### src/rtl/cache_refill_unit.sv
// Line refill engine: on a fetch request it bursts the four words of the missing
// line from memory into the data array, then installs the tag and pulses done.
module cache_refill_unit #(
    parameter int ADDR_W   = 16,
    parameter int DATA_W   = 8,
    parameter int INDEX_W  = 4,
    parameter int OFFSET_W = 2,
    parameter int TAG_W    = ADDR_W - INDEX_W - OFFSET_W
) (
    input  logic                clk,
    input  logic                reset,
    input  logic [1:0]          ctrl_state,
    input  logic [ADDR_W-1:0]   miss_addr,
    input  logic                lru_way,
    output logic                mem_req,
    output logic [ADDR_W-1:0]   mem_addr,
    input  logic                mem_ack,
    input  logic [DATA_W-1:0]   mem_rdata,
    output logic                wr_en,
    output logic                wr_way,
    output logic [INDEX_W-1:0]  wr_index,
    output logic [OFFSET_W-1:0] wr_offset,
    output logic [DATA_W-1:0]   wr_data,
    output logic                tag_we,
    output logic [TAG_W-1:0]    tag_out,
    output logic                busy,
    output logic                refill_done,
    output logic [1:0]          dbg_state
);

    typedef enum logic [1:0] {
        IDLE = 2'd0,
        REQ  = 2'd1,
        TAG  = 2'd2,
        DONE = 2'd3
    } state_t;

    localparam logic [1:0] CTRL_FETCH = 2'b11;

    state_t                r_state;
    state_t                w_state_nxt;
    logic [TAG_W-1:0]      r_tag;
    logic [INDEX_W-1:0]    r_index;
    logic                  r_way;
    logic [OFFSET_W-1:0]   r_beat;
    logic                  w_trigger;
    logic                  w_beat_ack;

    // Memory handshake: mem_req is held with a stable mem_addr until the cycle
    // mem_ack is high; that cycle transfers one word (mem_rdata) and the next
    // beat's address appears after the clock edge. There is no timeout.
    assign w_trigger  = (r_state == IDLE) && (ctrl_state == CTRL_FETCH);
    assign w_beat_ack = (r_state == REQ) && mem_ack;

    always_ff @(posedge clk or negedge reset) begin
        if (!reset) begin
            r_state <= IDLE;
        end else begin
            r_state <= w_state_nxt;
        end
    end

    always_ff @(posedge clk or negedge reset) begin
        if (!reset) begin
            r_tag   <= '0;
            r_index <= '0;
            r_way   <= 1'b0;
            r_beat  <= '0;
        end else if (w_trigger) begin
            r_tag   <= miss_addr[ADDR_W-1:INDEX_W+OFFSET_W];
            r_index <= miss_addr[INDEX_W+OFFSET_W-1:OFFSET_W];
            r_way   <= lru_way;
            r_beat  <= '0;
        end else if (w_beat_ack) begin
            r_beat  <= r_beat + 1'b1;
        end
    end

    always_comb begin
        w_state_nxt = r_state;
        mem_req     = 1'b0;
        mem_addr    = '0;
        wr_en       = 1'b0;
        wr_way      = 1'b0;
        wr_index    = '0;
        wr_offset   = '0;
        wr_data     = '0;
        tag_we      = 1'b0;
        tag_out     = '0;
        refill_done = 1'b0;

        case (r_state)
            IDLE: begin
                if (w_trigger) begin
                    w_state_nxt = REQ;
                end
            end
            REQ: begin
                mem_req  = 1'b1;
                mem_addr = {r_tag, r_index, r_beat};
                if (mem_ack) begin
                    wr_en     = 1'b1;
                    wr_way    = r_way;
                    wr_index  = r_index;
                    wr_offset = r_beat;
                    wr_data   = mem_rdata;
                    if (r_beat == {OFFSET_W{1'b1}}) begin
                        w_state_nxt = TAG;
                    end
                end
            end
            TAG: begin
                // Valid/tag only go in once the whole line has been written.
                tag_we      = 1'b1;
                tag_out     = r_tag;
                wr_way      = r_way;
                wr_index    = r_index;
                w_state_nxt = DONE;
            end
            DONE: begin
                refill_done = 1'b1;
                w_state_nxt = IDLE;
            end
            default: begin
                w_state_nxt = IDLE;
            end
        endcase
    end

    assign busy      = (r_state != IDLE);
    assign dbg_state = r_state;

endmodule

### config.mk
export PLATFORM = sky130hd
export DESIGN_NAME = cache_refill_unit
export DESIGN_NICKNAME = d
export VERILOG_FILES = /design/src/rtl/cache_refill_unit.sv
export SDC_FILE = /design/constraint.sdc
export NUM_CORES = 1
export LEC_CHECK = 0
export BUFFER_PORTS_ARGS = -buffer_cell sky130_fd_sc_hd__clkbuf_2
export CAP_MARGIN = 20
export CORE_MARGIN = 10
export CORE_UTILIZATION = 43
export CTS_BUF_LIST = sky130_fd_sc_hd__clkbuf_8
export DETAILED_ROUTE_END_ITERATION = 10
export HOLD_SLACK_MARGIN = 0.03
export PLACE_DENSITY = 0.93
export SLEW_MARGIN = 25
export SYNTH_ARGS = -nofsm -noshare
export SYNTH_HDL_FRONTEND = slang
export SYNTH_SLANG_ARGS = --single-unit
### constraint.sdc
create_clock -name clk -period 2.04 [get_ports clk]
set_input_delay 0.102 -clock clk [delete_from_list [all_inputs] [get_ports clk]]
set_output_delay 0.102 -clock clk [all_outputs]
set_load 0.05 [all_outputs]
==> results.yml, run 1 <==
sta:
  clock.fmax_mhz: 518
  timing.final.crit_share_pct: 94.7
  period_minus_slack_ps: 1930
  slew_headroom_pct: 66.9
  hold_viol_final: 0
  worst_slew_pin_slew_ps: 497
  finalMaxSlewViolations: 0
  finClkSkew_ps: 3.59
  finalSetupViolations: 0
setup_path:
  regToRegEndpoint: "dbg_state[1]$_DFFE_PN0P_"
  critPathLaunchType: "flip-flop"
  critPathRequiredTime_ps: 1940
  worstRegToRegCells: 4
  cpPeakStageDelay_ps: 470
  critPathTopFamily: "flip-flops"
  cp_cell_sequence: "inv_1 -> ha_1 -> nor2b_2 -> and2_1 -> buf_2"
  critical_path_class: "reg2out"
  cp.arrival_ps: 1830
  crit_cells: 5
  crit-reg2reg-launch: "dbg_state[0]$_DFFE_PN0P_"
  crit_end: "wr_index[0]"
  reg2reg_slack_ps: 230
  worstPathMaxFanout: 5
  end_kind: "output pin"
  startpoint: "dbg_state[0]$_DFFE_PN0P_"
  crit_buf_inv: 2
  cpMaxStageDelayCell: "dfrtp_1"
die:
  die-area_sq_um: 5140
  fp-row-count: 18
  ioPinCount: 78
  start_util_pct: 45.6
  die_w_um: 71.7
  core_sq_um: 2520
  chipHeight_um: 71.7
global_routing:
  antenna_found_initial: 0
  grt_use_total_pct: 12.6
  grt_pass1_vias: 1109
  grt_max_degree: 20
  grt_pass1_wl_um: 5320
  grt_overflow: 0
routing:
  vias: 1054
  wirelength_um: 3370
  detail-route-antenna-nets: 0
  routedWlPerCell_um: 15.5
  drc: 0
  viasPerCell: 4.86
  drt_first_iter_violations: 40
  dr.pass1.iters: 4
cts:
  cts_num_sinks: 19
  clock_path_buffers: 2
  htree_levels: 1
  cts_setup_buffers: 0
  clock_latency_ps: 260
  root_buffer: "clkbuf_8"
  clk_pin_slew_ps: 70
  cts_buffers: 3
  cts_tree: "built"
synthesis:
  synth_edf_count: 0
  synth.avg_cell_area_sq_um: 10.4
  syn_nets: 149
  postSynth.asyncResetShare_pct: 100
  ys_seq_elements: 19
  ys_warn_count: 0
  seq_area_frac_synth_pct: 41.3
  ys.flop_type: "dfrtp_1"
  synthCells: 111
  ys_types: 22
  netlist_area_sq_um: 1150
placed_design:
  io_buffers: 75
  place_congestion: 0.704
  post-dp-hpwl_um: 2710
min_path:
  min_from: "miss_addr[15]"
  hold_class: "in2reg"
status:
  status: "finished, final reports clean"
layout:
  final_util_pct: 64.9
  fin_nets: 226
  diodes: 0
  areaGrowthSynthToFinish_pct: 42.3
  layout-drive-gt1-share_pct: 51.3
job:
  drv_cap: 0
==> cell usage in the layout (no fill, tap or decap), types with 2 or more instances in the layout <==
master / n
mux2_2: 7
nand2_1: 4
inv_1: 4
ha_1: 6
clkbuf_2: 71
and3_1: 9
mux2_1: 9
a21oi_1: 2
clkbuf_8: 3
clkbuf_4: 2
buf_2: 2
dfrtp_1: 18
buf_4: 2
and2_1: 31
==> layout make-up <==
| class | count | area [sq um] |
|---|---|---|
| well taps | 30 | 37.5 |
| inverters | 6 | 22.5 |
| flip-flops and latches | 19 | 477 |
| clock buffers | 3 | 41.3 |
| clock inverters | 1 | 5.00 |
| multi-input cells | 80 | 648 |
| fillers | 220 | 886 |
| repair buffers | 78 | 405 |
==> routing by layer <==
layer	global-route usage, %	vias up	routed length (um)
met5	0	-	0
met4	3.87	0	36
met3	9.23	5	549
met2	19.7	54	1510
met1	13.1	483	1270
li1	-	512	-
==> cells in the mapped netlist (2+ instances only) <==
cell type | count | area share [%]
inv_1 | 4 | 1.3
dfrtp_1 | 19 | 41
nand2_1 | 4 | 1.3
a21oi_1 | 2 | 0.87
nor2_1 | 2 | 0.65
ha_1 | 8 | 8.7
and3_1 | 9 | 4.9
clkbuf_1 | 5 | 1.6
mux2_2 | 7 | 6.9
mux2_1 | 9 | 8.8
and2_1 | 31 | 17
==> per-stage QoR <==
stage          setup slack, ps  cell area [sq um]  hold WS [ps]  TNS [ps]  instances
3_5_place_dp               272               1560          95.2         0        212
3_3_place_gp               319               1560          78.6         0        212
5_1_grt                  -2.78               1640          51.7     -2.78        217
2_1_floorplan             28.4               1160          -194         0        111
4_1_cts                   21.0               1620          48.0         0        217
6_report                   108               1640          49.8         0        217
==> state kept, by name, indices dropped and copies added (netlist names) <==
register,flops
r_way,1
r_index,4
dbg_state,2
r_tag,10
r_beat,2
==> cells by family after synthesis <==
kind of cell	share of synthesized area [%]
and+or+nand+nor	26.2
buffers and inverters	4.02
xor gates and xnor gates	0.762
DFF	41.3
adders and majority gates	8.71
muxes	16.5
AOI/OAI and AO/OA	2.39
==> how the worst min path moves through the flow <==
stage | cells after the start | to
global placement | 1 | r_tag[6]$_DFFE_PN0P_
floorplan | 0 | dbg_state[0]$_DFFE_PN0P_
detailed placement | 1 | r_tag[9]$_DFFE_PN0P_
global route | 2 | r_tag[6]$_DFFE_PN0P_
CTS | 2 | r_tag[6]$_DFFE_PN0P_
finish | 2 | r_tag[9]$_DFFE_PN0P_
==> timing repair <==
item / 4_1_cts / 5_1_grt
setup endpoints to repair: 0 / 4
hold endpoints to repair: 19 / 0
gates resized for setup: 0 / 8
hold buffers: 1 / 0
Power of run 1 is left out: the tool's default activity adds up to more than one toggle a clock period on the data nets, which glitch-free logic cannot reach.
==> run 2: changes to the inputs <==
--- a/config.mk
+++ b/config.mk
@@ -5,14 +5,17 @@
 export SDC_FILE = /design/constraint.sdc
 export NUM_CORES = 1
 export LEC_CHECK = 0
+export ABC_CLOCK_PERIOD_IN_PS = 2040
 export BUFFER_PORTS_ARGS = -buffer_cell sky130_fd_sc_hd__clkbuf_2
 export CAP_MARGIN = 20
+export CELL_PAD_IN_SITES_DETAIL_PLACEMENT = 0
+export CELL_PAD_IN_SITES_GLOBAL_PLACEMENT = 1
 export CORE_MARGIN = 10
-export CORE_UTILIZATION = 43
+export CORE_UTILIZATION = 30
 export CTS_BUF_LIST = sky130_fd_sc_hd__clkbuf_8
 export DETAILED_ROUTE_END_ITERATION = 10
 export HOLD_SLACK_MARGIN = 0.03
-export PLACE_DENSITY = 0.93
+export PLACE_DENSITY = 0.92
 export SLEW_MARGIN = 25
 export SYNTH_ARGS = -nofsm -noshare
 export SYNTH_HDL_FRONTEND = slang
==> run 2 against run 1 <==
Against the previous run:
- global-route usage decreased by 3.0 points
- flip-flop and latch count unchanged
- clock-buffer cell count unchanged
- critical path depth increased by 1
- final area increased by 1.3%
- routed wire length decreased by 0.15%
- first-iteration DRC count decreased by 53%
- die area increased by 30%
- hold slack improved by 3.3 ps
- worst setup slack improved by 43 ps
- sequential share of layout area decreased by 0.30 points
- highest routed layer is now met3
==> results.yml, run 2 (synthesis gave the netlist of run 1 again) <==
layout:
  top_regs: "r_tag: 10 flops, r_index: 4 flops"
  largest_reg_flops: 10
  largest-register: "r_tag"
  areaGrowthSynthToFinish_pct: 44.2
  fill_cells: 388
  layout_commonest_cell: "clkbuf_2"
  layout_common_cells: "clkbuf_2 (74), and2_1 (31), dfrtp_1 (17), and3_1 (9), mux2_1 (9)"
  diodes: 0
  layout-drive-gt1-share_pct: 51.9
  fin_nets: 226
cts:
  cts_tree: "built"
  cts_buffers: 3
  clock_latency_ps: 250
  cts_num_sinks: 19
  clk_pin_slew_ps: 70
  htree_levels: 1
  clock_path_buffers: 2
  cts_setup_buffers: 0
  root_buffer: "clkbuf_8"
setup_path:
  critPathRequiredTime_ps: 1940
  worstPathMaxFanout: 13
  reg2reg_slack_ps: 320
  cp_cell_sequence: "inv_1 -> ha_4 -> a21oi_1 -> nor2b_2 -> and2_1 -> clkbuf_2"
  crit_buf_inv: 2
  critical_path_class: "reg2out"
  cp.arrival_ps: 1790
  critPathLaunchType: "flip-flop"
  end_kind: "output pin"
  cpPeakStageDelay_ps: 440
  cpMaxStageDelayCell: "dfrtp_2"
  critPathTopFamily: "flip-flops"
global_routing:
  antenna_found_initial: 0
  grt_use_total_pct: 9.60
  grt_pass1_wl_um: 5150
  grt_max_degree: 20
  grt_overflow: 0
  grt_pass1_vias: 1054
placed_design:
  place_congestion: 0.775
  post-dp-hpwl_um: 2740
  io_buffers: 75
sta:
  rsz0062_at_grt: "no"
  finalMaxSlewViolations: 0
  slew_headroom_pct: 67.9
  hold_viol_final: 0
  finClkSkew_ps: 1.78
  finalSetupViolations: 0
  timing.final.crit_share_pct: 92.6
  period_minus_slack_ps: 1890
  setup_tns_ps: 0
  worst_slew_pin_slew_ps: 482
  clock.fmax_mhz: 530
die:
  fp-row-count: 22
  chipHeight_um: 81.9
  die-area_sq_um: 6710
  ioPinCount: 78
  core_sq_um: 3690
  start_util_pct: 31.2
  die_w_um: 81.9
routing:
  viasPerCell: 4.40
  drc: 0
  dr.pass1.iters: 4
  detail-route-antenna-nets: 0
  drt_first_iter_violations: 19
  wirelength_um: 3360
  routedWlPerCell_um: 14.3
  vias: 1035
job:
  drv_cap: 0
status:
  status: "finished, final reports clean"
min_path:
  hold_class: "in2reg"
-- run 2: stage by stage --
stage	utilization, %	instance area, sq um	setup WS [ps]	std cells	hold slack [ps]
floorplan	-	1160	28.4	111	-194
global placement	43.0	1590	298	230	87.4
detailed placement	43.0	1590	251	230	94.3
CTS	44.6	1650	44.8	235	48.5
global route	44.9	1660	18.5	235	54.3
finish	44.9	1660	152	235	53.0
-- run 2: final cells by class --
cell class | count | area, sq um | share of cell area, %
multi-input combinational | 80 | 648 | 39.1
inverter | 6 | 22.5 | 1.36
timing repair buffer | 78 | 400 | 24.2
clock inverter | 1 | 7.51 | 0.453
sequential | 19 | 478 | 28.8
tap | 48 | 60.1 | 3.62
clock buffer | 3 | 41.3 | 2.49
-- run 2: repair_timing --
item / 4_1_cts / 5_1_grt
setup endpoints to repair: 4 / 4
resized for setup: 1 / 3
hold buffers: 1 / 0
gates cloned: 0 / 0
endpoints found under the hold margin: 19 / 0
-- run 2: worst paths after layout --
kind                                           from                  endpoint  cells past startpoint
setup / recovery           dbg_state[1]$_DFFE_PN0P_               wr_index[3]                      6
hold / removal                         miss_addr[8]      r_tag[2]$_DFFE_PN0P_                      2
setup reg to reg           dbg_state[1]$_DFFE_PN0P_  dbg_state[1]$_DFFE_PN0P_                      4
hold reg to reg                r_tag[6]$_DFFE_PN0P_      r_tag[6]$_DFFE_PN0P_                      1
max in group asynchronous                     reset  dbg_state[1]$_DFFE_PN0P_                      2
min in group asynchronous                     reset      r_tag[3]$_DFFE_PN0P_                      2
-- run 2: metal layers --
| layer | wire length (um) | part of all wire [%] | track usage, % |
|---|---|---|---|
| met1 | 1290 | 38 | 10.3 |
| met3 | 483 | 14 | 4.91 |
| met4 | 0 | 0 | 1.53 |
| met5 | 0 | 0 | 0 |
| met2 | 1590 | 47 | 16.8 |
-- run 2: worst register-to-register path, cell delays in order (launching register included) --
cell and delay [ps]:
dfrtp_2 410, inv_1 120, ha_4 220, a222oi_1 490, mux2_1 360
Power of run 2 is left out for the same reason.
